File: config.mk
export PLATFORM = sky130hd
export DESIGN_NAME = matrix_fb_write_ctrl
export DESIGN_NICKNAME = d
export VERILOG_FILES = /design/src/rtl/matrix_fb_pkg.sv /design/src/rtl/matrix_rr_arb2.sv /design/src/rtl/matrix_fb_write_ctrl.sv
export SDC_FILE = /design/constraint.sdc
export NUM_CORES = 1
export LEC_CHECK = 0
export ABC_AREA = 1
export CAP_MARGIN = 40
export CORE_MARGIN = 1.5
export CORE_UTILIZATION = 32
export CTS_CLUSTER_DIAMETER = 60
export DETAILED_ROUTE_END_ITERATION = 8
export PLACE_DENSITY = 0.75
export SETUP_SLACK_MARGIN = 0.15
export SYNTH_ARGS = -nofsm -noshare
export SYNTH_HDL_FRONTEND = slang
export SYNTH_SLANG_ARGS = --single-unit
File: constraint.sdc
create_clock -name clk -period 1.2 [get_ports clk]
set_clock_uncertainty 0.2 [all_clocks]
set_input_delay 0.12 -clock clk [delete_from_list [all_inputs] [get_ports clk]]
set_output_delay 0.12 -clock clk [all_outputs]
set_load 0.005 [all_outputs]
File: src/rtl/matrix_fb_pkg.sv
// matrix_fb_pkg
// Shared definitions for the panel frame-buffer write side: panel geometry,
// pixel word layout and the write-controller state encoding.
package matrix_fb_pkg;

    localparam int ROWS      = 32;
    localparam int COLS      = 32;
    localparam int FB_WORDS  = 512;   // one page (one buffer) per dpram
    localparam int PIX_BITS  = 12;

    // Pixel word layout {r, g, b}
    localparam int R_MSB = 11;
    localparam int R_LSB = 8;
    localparam int G_MSB = 7;
    localparam int G_LSB = 4;
    localparam int B_MSB = 3;
    localparam int B_LSB = 0;

    typedef enum logic [1:0] {
        IDLE      = 2'd0,
        CLEAR     = 2'd1,
        SWAP_WAIT = 2'd2
    } fb_state_t;

endpackage

File: src/rtl/matrix_rr_arb2.sv
// matrix_rr_arb2
// Two-way round-robin arbiter. When both requests are present the one not
// granted last wins; a single request is granted directly. The pointer only
// moves on an actual grant, and nothing is granted while en is low.
// Ports:
//   clk, rst   clock, synchronous active-high reset (pointer favours req[0])
//   en         allow a grant this cycle
//   req[1:0]   request lines
//   gnt[1:0]   one-hot (or zero) combinational grant
module matrix_rr_arb2 (
    input  logic       clk,
    input  logic       rst,
    input  logic       en,
    input  logic [1:0] req,
    output logic [1:0] gnt
);

    // last_q = index of the most recent grant; reset to 1 so req[0] wins first
    logic last_q;

    always_comb begin
        gnt = 2'b00;
        if (en) begin
            if (req == 2'b11) begin
                gnt = last_q ? 2'b01 : 2'b10;
            end else begin
                gnt = req;
            end
        end
    end

    always_ff @(posedge clk) begin
        if (rst) begin
            last_q <= 1'b1;
        end else if (gnt[0]) begin
            last_q <= 1'b0;
        end else if (gnt[1]) begin
            last_q <= 1'b1;
        end
    end

endmodule

File: src/rtl/matrix_fb_write_ctrl.sv
// matrix_fb_write_ctrl
// Write-side controller for the double-buffered 32x32 panel frame memory.
// Arbitrates two pixel writers onto the single dpram write port, always
// writing the back buffer (~front_buf), and flips buffers only on a
// frame boundary reported by the scan driver.
//
// Build option: define MATRIX_FB_CLEAR_EN to include the CLEAR sweep
// (512 writes of black to the back buffer). Without it clear_req is ignored.
//
// Ports:
//   clk, rst                         clock, synchronous active-high reset
//   reqN_valid/ready/row/col/rgb     requester N write handshake (N = 0 host, 1 pattern gen)
//   swap_req                         flip buffers at the next frame_done
//   clear_req                        fill back buffer with 0 (MATRIX_FB_CLEAR_EN)
//   frame_done                       end-of-frame pulse from the scan driver
//   front_buf                        buffer the scan driver reads
//   wr_hi, wr_lo, wr_addr, wr_data   registered dpram write port
//   swap_ack                         pulse in the cycle front_buf toggles
//   busy                             high in CLEAR or SWAP_WAIT
module matrix_fb_write_ctrl
    import matrix_fb_pkg::*;
#(
    parameter int ROW_BITS   = 5,
    parameter int COL_BITS   = 5,
    parameter int COLOR_BITS = 4
) (
    input  logic                      clk,
    input  logic                      rst,
    input  logic                      req0_valid,
    output logic                      req0_ready,
    input  logic [ROW_BITS-1:0]       req0_row,
    input  logic [COL_BITS-1:0]       req0_col,
    input  logic [3*COLOR_BITS-1:0]   req0_rgb,
    input  logic                      req1_valid,
    output logic                      req1_ready,
    input  logic [ROW_BITS-1:0]       req1_row,
    input  logic [COL_BITS-1:0]       req1_col,
    input  logic [3*COLOR_BITS-1:0]   req1_rgb,
    input  logic                      swap_req,
    input  logic                      clear_req,
    input  logic                      frame_done,
    output logic                      front_buf,
    output logic                      wr_hi,
    output logic                      wr_lo,
    output logic [ROW_BITS+COL_BITS-1:0] wr_addr,
    output logic [3*COLOR_BITS-1:0]   wr_data,
    output logic                      swap_ack,
    output logic                      busy
);

    localparam int AW = ROW_BITS + COL_BITS;
    localparam int PW = 3 * COLOR_BITS;

    fb_state_t       state_q, state_d;
    logic            front_q, front_d;
    logic            wr_hi_d, wr_lo_d;
    logic [AW-1:0]   addr_d;
    logic [PW-1:0]   data_d;
    logic            ack_d;
    logic            arb_en;
    logic [1:0]      gnt;

`ifdef MATRIX_FB_CLEAR_EN
    // Counter spans one page: {row[3:0], col}
    logic [AW-2:0]   cnt_q, cnt_d;
    logic            pend_q, pend_d;
`else
    logic            unused_clear;
    assign unused_clear = clear_req;
`endif

    matrix_rr_arb2 u_arb (
        .clk (clk),
        .rst (rst),
        .en  (arb_en),
        .req ({req1_valid, req0_valid}),
        .gnt (gnt)
    );

    assign req0_ready = gnt[0];
    assign req1_ready = gnt[1];
    assign front_buf  = front_q;
    assign busy       = (state_q == CLEAR) || (state_q == SWAP_WAIT);

    always_comb begin
        state_d = state_q;
        front_d = front_q;
        arb_en  = 1'b0;
        wr_hi_d = 1'b0;
        wr_lo_d = 1'b0;
        addr_d  = '0;
        data_d  = '0;
        ack_d   = 1'b0;
`ifdef MATRIX_FB_CLEAR_EN
        cnt_d   = cnt_q;
        pend_d  = pend_q;
`endif
        case (state_q)
            IDLE: begin
`ifdef MATRIX_FB_CLEAR_EN
                if (clear_req) begin
                    state_d = CLEAR;
                    cnt_d   = '0;
                    pend_d  = swap_req;
                end else
`endif
                if (swap_req) begin
                    state_d = SWAP_WAIT;
                end else begin
                    arb_en = 1'b1;
                    // Row MSB picks the hi/lo dpram; it is not part of the address.
                    if (gnt[0]) begin
                        wr_hi_d = req0_row[ROW_BITS-1];
                        wr_lo_d = ~req0_row[ROW_BITS-1];
                        addr_d  = {~front_q, req0_row[ROW_BITS-2:0], req0_col};
                        data_d  = req0_rgb;
                    end else if (gnt[1]) begin
                        wr_hi_d = req1_row[ROW_BITS-1];
                        wr_lo_d = ~req1_row[ROW_BITS-1];
                        addr_d  = {~front_q, req1_row[ROW_BITS-2:0], req1_col};
                        data_d  = req1_rgb;
                    end
                end
            end
`ifdef MATRIX_FB_CLEAR_EN
            CLEAR: begin
                // Both memories are written at once: one page sweep clears all 32 rows.
                wr_hi_d = 1'b1;
                wr_lo_d = 1'b1;
                addr_d  = {~front_q, cnt_q};
                cnt_d   = cnt_q + 1'b1;
                if (swap_req) begin
                    pend_d = 1'b1;
                end
                if (cnt_q == '1) begin
                    state_d = (pend_q || swap_req) ? SWAP_WAIT : IDLE;
                    pend_d  = 1'b0;
                end
            end
`endif
            SWAP_WAIT: begin
                if (frame_done) begin
                    front_d = ~front_q;
                    ack_d   = 1'b1;
                    state_d = IDLE;
                end
            end
            default: begin
                state_d = IDLE;
            end
        endcase
    end

    always_ff @(posedge clk) begin
        if (rst) begin
            state_q  <= IDLE;
            front_q  <= 1'b0;
            wr_hi    <= 1'b0;
            wr_lo    <= 1'b0;
            wr_addr  <= '0;
            wr_data  <= '0;
            swap_ack <= 1'b0;
        end else begin
            state_q  <= state_d;
            front_q  <= front_d;
            wr_hi    <= wr_hi_d;
            wr_lo    <= wr_lo_d;
            wr_addr  <= addr_d;
            wr_data  <= data_d;
            swap_ack <= ack_d;
        end
    end

`ifdef MATRIX_FB_CLEAR_EN
    always_ff @(posedge clk) begin
        if (rst) begin
            cnt_q  <= '0;
            pend_q <= 1'b0;
        end else begin
            cnt_q  <= cnt_d;
            pend_q <= pend_d;
        end
    end
`endif

endmodule

==> results of run 1 <==
==> sequential cells by signal, summed over array words and instances (netlist names) <==
| name | flops |
|---|---|
| swap_ack | 1 |
| wr_addr | 10 |
| state_q | 1 |
| wr_data | 12 |
| front_buf | 1 |
| wr_hi | 1 |
| wr_lo | 1 |
| u_arb.last_q | 1 |
==> layout make-up <==
cell class / instances / area share
Inverter: 6 / 0.0118
Tap cell: 48 / 0.0270
Multi-Input combinational cell: 87 / 0.270
Sequential cell: 28 / 0.258
Timing Repair Buffer: 98 / 0.414
Clock buffer: 4 / 0.0203
==> kinds of logic (layout without fill, tap and decap cells) <==
group                  after synthesis  count (layout)
AND/OR/NAND/NOR                     60              61
flip-flops                          28              28
AO/OA/AOI/OAI                       26              26
buffers and inverters               23             108
==> power groups by stage <==
stage	clock [mW]	combinational, mW	sequential, mW
2_1_floorplan	0	0.195	0.991
3_3_place_gp	0	0.420	0.987
3_5_place_dp	0	0.423	0.987
4_1_cts	0.527	0.474	0.965
5_1_grt	0.568	0.590	0.968
6_report	0.513	0.551	0.966
==> repair_timing <==
action / CTS / global route
gates cloned: 2 / 3
pin swaps: 2 / 7
gates resized for setup: 128 / 19
setup buffers: 4 / 3
endpoints found under the setup margin: 56 / 34
hold endpoints to repair: 0 / 1
==> cell usage after synthesis (all sizes together) <==
cell,count,area [sq um]
nand3,1,5.00
nor2,3,27.5
inv,6,22.5
buf,17,143
o21ai,3,15.0
dfxtp,28,561
nor3b,1,7.51
and3,1,6.26
nand4,46,300
nand2,7,38.8
nor3,1,5.00
a21oi,23,115
==> critical path, delay by kind of cell (launching register included) <==
family,cells,cell delay (ns)
flip-flops,1,0.34
AND/OR/NAND/NOR,2,0.23
buffers and inverters,2,0.21
==> final timing paths <==
kind / from / endpoint / slack, ns / cells after the start
setup reg to reg: state_q[1] / wr_data[1] / -0.15 / 6
hold reg to reg: front_buf / wr_addr[9] / 0.31 / 2
setup / recovery: u_arb.last_q / req1_ready / -0.16 / 4
hold / removal: rst / swap_ack / -0.08 / 2
==> metal layers <==
metal,part of all wire,vias up,routed length [microns],GRT usage
li1,-,691,-,-
met1,0.42,661,1730,0.234
met2,0.49,80,2030,0.311
met3,0.079,6,326,0.0291
met4,0.015,0,64,0.0521
met5,0,-,0,0
==> run summary, run 1 <==
Area Growth Syn to Fin: 78.4%
count of distinct cell types in the synthesized netlist: 19
number of DRC markers in iteration 0: 126
share of synthesized area occupied by flip-flops and latches: 0.450
number of inserted filler cells in the final layout: 336
leakage power: 0.893 nW
area share of and/or/nand/nor cells after synthesis: 0.313
routability congestion estimate from global placement: 0.697
internal power: 1.51 mW
number of warnings printed during yosys synthesis: 0
root buffer cell: sky130_fd_sc_hd__clkbuf_8
fraction of the mapped netlist area in adder cells: 0
buffer levels on the longest clock path: 2
wire length of the first global-routing pass: 6090 microns
count of final setup violators: 27
Chip Width: 65.4 microns
critical path type: register to output port
count of endpoints failing hold in the final timing report: 1
Die ar.: 0.00428 sq mm
Storage cell area: 573 sq um
clock insertion delay at the later pin of the skew report: 0.26 ns
dominant combinational cell family by area after synthesis: simple AND/OR/NAND/NOR gates
endpoint type of the worst setup path: output port
pwr/cell area: 913 mW/mm^2
Port Buffers: 78
routed len/inst: 15.3 microns
final clock period utilization by the worst path: 1.13
count of boundary I/O pins: 80
Period minus WS final: 1.36 ns
number of antenna violations at the first check in global routing: 0
largest fanout on the critical path: 2
placed wire-length estimate: 2350 microns
failing checks: negative hold slack, negative setup slack
critical path data required time: 0.88 ns
standard cell with the maximum stage delay on the critical path: sky130_fd_sc_hd__dfxtp_2
switching power: 524 uW
part of the total power dissipated in the clock network: 0.253
largest net degree at the start of global routing: 26
sort of element at the start of the critical path: register
final-layout worst hold slack: -0.0796 ns
Post-Syn Nets: 188
Switching Fraction: 0.258
most frequent cells in the layout: 46 x sky130_fd_sc_hd__clkdlybuf4s50_1, 44 x sky130_fd_sc_hd__nand4_1, 25 x sky130_fd_sc_hd__buf_2, 20 x sky130_fd_sc_hd__dfxtp_1, 17 x sky130_fd_sc_hd__a21oi_1
maximum achievable frequency: 736 MHz
Combinational Power Share: 0.271
max-capacitance violation count: 0
sequential share of power: 0.476
Peak supply drop: 0.000506 V
number of remaining DRC errors: 0
setup repair after global routing missed its margin: true
Area after DPL: 0.00202 sq mm
total area of multi-input combinational cells: 599 sq um
setup TNS: -2.73 ns
most common cell after layout, fill and taps aside: sky130_fd_sc_hd__clkdlybuf4s50_1
worst-path cell chain: buf_6, nand2_4, and3_4, buf_6
cell seen most often among critical-path stages: sky130_fd_sc_hd__buf_6
share of post-route cells with drive strength above 1: 0.354
Seq cells post-synth: 28
worst slack after detailed placement: -0.759 ns
core occupancy in the finished layout: 0.603
outcome: finished with violations
post-layout total power: 2.03 mW
mux cell area share after synthesis: 0
worst rel slew slack: 0.818
antenna diode instance count: 0
final wirelength: 4150 microns
Antenna Nets Post-Route: 0
syn avg cell area: 9.10 sq um
global routing usage summed across all routing layers: 0.181
Post-Layout Cell Count: 271
longest individual stage delay on the worst path: 0.34 ns
overall die height: 65.4 microns
length of the first detailed-routing pass in iterations: 4
area of all placed cells without fillers: 0.00222 sq mm
class of the most critical hold timing path: primary input to register
CTS H-tree depth: 1
number of buffers inserted during clock tree synthesis: 3
area of the core: 0.00369 sq mm
post-synthesis xor/xnor area fraction: 0
Worst Tran Pin Value: 0.273 ns
Sinks on Clock Net: 28
fin. max-slew vios: 0
WP data arrival: 1.04 ns
placed cell count: 255
initial standard-cell utilization of the core: 0.338
cell area after synthesis: 0.00125 sq mm
number of cell rows: 22
via total after detailed routing: 1438
final global-route overflow total: 0
DR vias/cell: 5.31
number of global-route vias before repair: 1307
net count reported at finish: 275
CTS tree: yes
gate count after technology mapping: 137
post-synthesis compound-gate area fraction: 0.104
PnR worst setup slack: -0.159 ns
hold-fix buffer count after cts: 0
clock slew at the register clock pins of the worst setup and hold paths: 0.09 ns
No activity file was read; power rests on OpenSTA's default activity.
==> run 2: changes to the inputs <==
--- a/config.mk
+++ b/config.mk
@@ -9,10 +9,10 @@
 export CAP_MARGIN = 40
 export CORE_MARGIN = 1.5
 export CORE_UTILIZATION = 32
-export CTS_CLUSTER_DIAMETER = 60
 export DETAILED_ROUTE_END_ITERATION = 8
 export PLACE_DENSITY = 0.75
 export SETUP_SLACK_MARGIN = 0.15
+export SKIP_LAST_GASP = 1
 export SYNTH_ARGS = -nofsm -noshare
 export SYNTH_HDL_FRONTEND = slang
 export SYNTH_SLANG_ARGS = --single-unit
==> run 2 against run 1 <==
Net effect:
- the flow still finishes with violations (negative hold slack, negative setup slack)
- worst setup slack barely moved
- first-iteration DRC count fell by 13%
- final area did not move
- maximum frequency barely moved
- sequential share of layout area unchanged
- global-route usage did not move
- total power is 0.34% higher
- clock power grew 1%
- wire length grew 0.34%
- non-clock buffer count stayed put
- worst hold slack lost 0.0042 ns
- combinational power about the same
- critical path type unchanged
- largest cell class unchanged
==> run summary, run 2 (synthesized netlist as in run 1, its figures left out) <==
outcome: finished with violations
failing checks: negative hold slack, negative setup slack
clock insertion delay at the later pin of the skew report: 0.27 ns (about the same)
Antenna Nets Post-Route: 0 (unchanged)
setup repair after global routing missed its margin: true
share of post-route cells with drive strength above 1: 0.354 (unchanged)
final global-route overflow total: 0 (unchanged)
endpoint type of the worst setup path: output port
longest individual stage delay on the worst path: 0.34 ns (about the same)
hold-fix buffer count after cts: 0 (unchanged)
R2R Setup Slk: -0.16 ns (about the same)
standard cell with the maximum stage delay on the critical path: sky130_fd_sc_hd__dfxtp_2
leakage power: 0.893 nW (unchanged)
max-capacitance violation count: 0 (unchanged)
overall die height: 65.4 microns (unchanged)
Worst Tran Pin Value: 0.273 ns (+0.000154 ns)
number of flip-flops under the largest register name: 12 (unchanged)
Storage cell area: 573 sq um (unchanged)
number of DRC markers in iteration 0: 109 (-13%)
critical path type: register to output port
routed len/inst: 15.4 microns (+0.34%)
depth of the worst register-to-register path: 6 (unchanged)
Chip Width: 65.4 microns (unchanged)
most common cell after layout, fill and taps aside: sky130_fd_sc_hd__clkdlybuf4s50_1
via total after detailed routing: 1443 (+0.35%)
hold-critical path depth: 2 (unchanged)
final wirelength: 4170 microns (+0.34%)
clock slew at the register clock pins of the worst setup and hold paths: 0.09 ns (about the same)
Period minus WS final: 1.36 ns (-0.0000160 ns)
Area Growth Syn to Fin: 78.4% (unchanged)
fin. max-slew vios: 0 (unchanged)
Peak supply drop: 0.000507 V (+0.28%)
cell seen most often among critical-path stages: sky130_fd_sc_hd__buf_6
number of remaining DRC errors: 0 (unchanged)
root buffer cell: sky130_fd_sc_hd__clkbuf_8
buffer levels on the longest clock path: 2 (unchanged)
start of the worst register-to-register path: state_q[1]
hold_sp: rst
Worst Hold Endpoint: swap_ack
area of all placed cells without fillers: 0.00222 sq mm (unchanged)
class of the most critical hold timing path: primary input to register
sequential share of power: 0.474 (-0.002)
post-layout total power: 2.04 mW (+0.34%)
count of endpoints failing hold in the final timing report: 1 (unchanged)
worst-path cell chain: buf_6, nand2_4, and3_4, buf_6
worst flop-to-flop path endpoint: wr_data[1]
number of inserted filler cells in the final layout: 337 (+0.30%)
initial standard-cell utilization of the core: 0.338 (unchanged)
net count reported at finish: 275 (unchanged)
most frequent cells in the layout: 46 x sky130_fd_sc_hd__clkdlybuf4s50_1, 44 x sky130_fd_sc_hd__nand4_1, 25 x sky130_fd_sc_hd__buf_2, 20 x sky130_fd_sc_hd__dfxtp_1, 17 x sky130_fd_sc_hd__a21oi_1
number of buffers inserted during clock tree synthesis: 3 (unchanged)
routability congestion estimate from global placement: 0.697 (unchanged)
total area of multi-input combinational cells: 599 sq um (unchanged)
setup TNS: -2.80 ns (-0.0694 ns)
count of final setup violators: 27 (unchanged)
largest fanout on the critical path: 2 (unchanged)
Die ar.: 0.00428 sq mm (unchanged)
PnR worst setup slack: -0.159 ns (+0.0000160 ns)
final-layout worst hold slack: -0.0838 ns (-0.00419 ns)
number of antenna violations at the first check in global routing: 0 (unchanged)
register with the most flip-flops: wr_data
sort of element at the start of the critical path: register
number of global-route vias before repair: 1309 (+0.15%)
number of cell rows: 22 (unchanged)
switching power: 531 uW (+1.3%)
length of the first detailed-routing pass in iterations: 4 (unchanged)
Sinks on Clock Net: 28 (unchanged)
critical path data required time: 0.88 ns (about the same)
maximum achievable frequency: 736 MHz (about the same)
Area after DPL: 0.00202 sq mm (unchanged)
CTS tree: yes
CTS H-tree depth: 1 (unchanged)
area of the core: 0.00369 sq mm (unchanged)
largest net degree at the start of global routing: 26 (unchanged)
wire length of the first global-routing pass: 6090 microns (+0.12%)
worst rel slew slack: 0.818 (about the same)
DR vias/cell: 5.32 (+0.35%)
Port Buffers: 78 (unchanged)
part of the total power dissipated in the clock network: 0.255 (+0.002)
Combinational Power Share: 0.271 (about the same)
internal power: 1.51 mW (about the same)
worst slack after detailed placement: -0.759 ns (unchanged)
placed wire-length estimate: 2350 microns (unchanged)
Switching Fraction: 0.261 (+0.00239)
final clock period utilization by the worst path: 1.13 (about the same)
global routing usage summed across all routing layers: 0.181 (unchanged)
pwr/cell area: 916 mW/mm^2 (+0.34%)
WP data arrival: 1.04 ns (about the same)
count of boundary I/O pins: 80 (unchanged)
antenna diode instance count: 0 (unchanged)
largest registers: wr_data: 12 flops, wr_addr: 10 flops
-- run 2: critical path, delay by kind of cell (launching register included) --
kind	cells	cell delay, ns
buf+inv	2	0.20
simple gates	2	0.23
flops	1	0.34
-- run 2: layout make-up --
| type | count | area share |
|---|---|---|
| inverter | 6 | 0.0118 |
| multi-input combinational | 87 | 0.270 |
| clock buffer | 4 | 0.0203 |
| tap | 48 | 0.0270 |
| sequential | 28 | 0.258 |
| timing repair buffer | 98 | 0.414 |
-- run 2: worst max-delay path by stage --
stage,slack [ns],from,end,depth (start not counted)
after CTS,-0.18,u_arb.last_q,req1_ready,4
after global routing,-0.22,state_q[1],wr_data[2],6
after detailed placement,-0.76,swap_req,wr_addr[9],5
final,-0.16,u_arb.last_q,req1_ready,4
after global placement,-0.73,swap_req,wr_addr[9],5
after floorplan,0.07,state_q[1],u_arb.last_q,5
-- run 2: repair_timing --
action                                 in CTS  in global routing
setup endpoints to repair                  56                 34
gates resized for setup                   127                 20
cloned                                      2                  3
endpoints found under the hold margin       0                  1
pin swaps                                   2                  7
buffers inserted                            4                  3
-- run 2: metrics by stage --
step / util / cells
floorplan: - / 137
global placement: 0.548 / 255
detailed placement: 0.548 / 255
CTS: 0.556 / 265
finish: 0.603 / 271
global route: 0.603 / 271
-- run 2: layer usage --
| layer | up-vias | GRT usage | wire [microns] |
|---|---|---|---|
| met3 | 6 | 0.0291 | 314 |
| met2 | 70 | 0.311 | 2030 |
| met4 | 0 | 0.0521 | 64 |
| li1 | 691 | - | - |
| met1 | 676 | 0.234 | 1760 |
| met5 | - | 0 | 0 |
-- run 2: power groups by stage --
stage          sequential [mW]  combinational (mW)  clock, mW
6_report                 0.966               0.551      0.520
5_1_grt                  0.969               0.591      0.571
4_1_cts                  0.965               0.472      0.527
3_5_place_dp             0.987               0.423          0
3_3_place_gp             0.987               0.420          0
2_1_floorplan            0.991               0.195          0
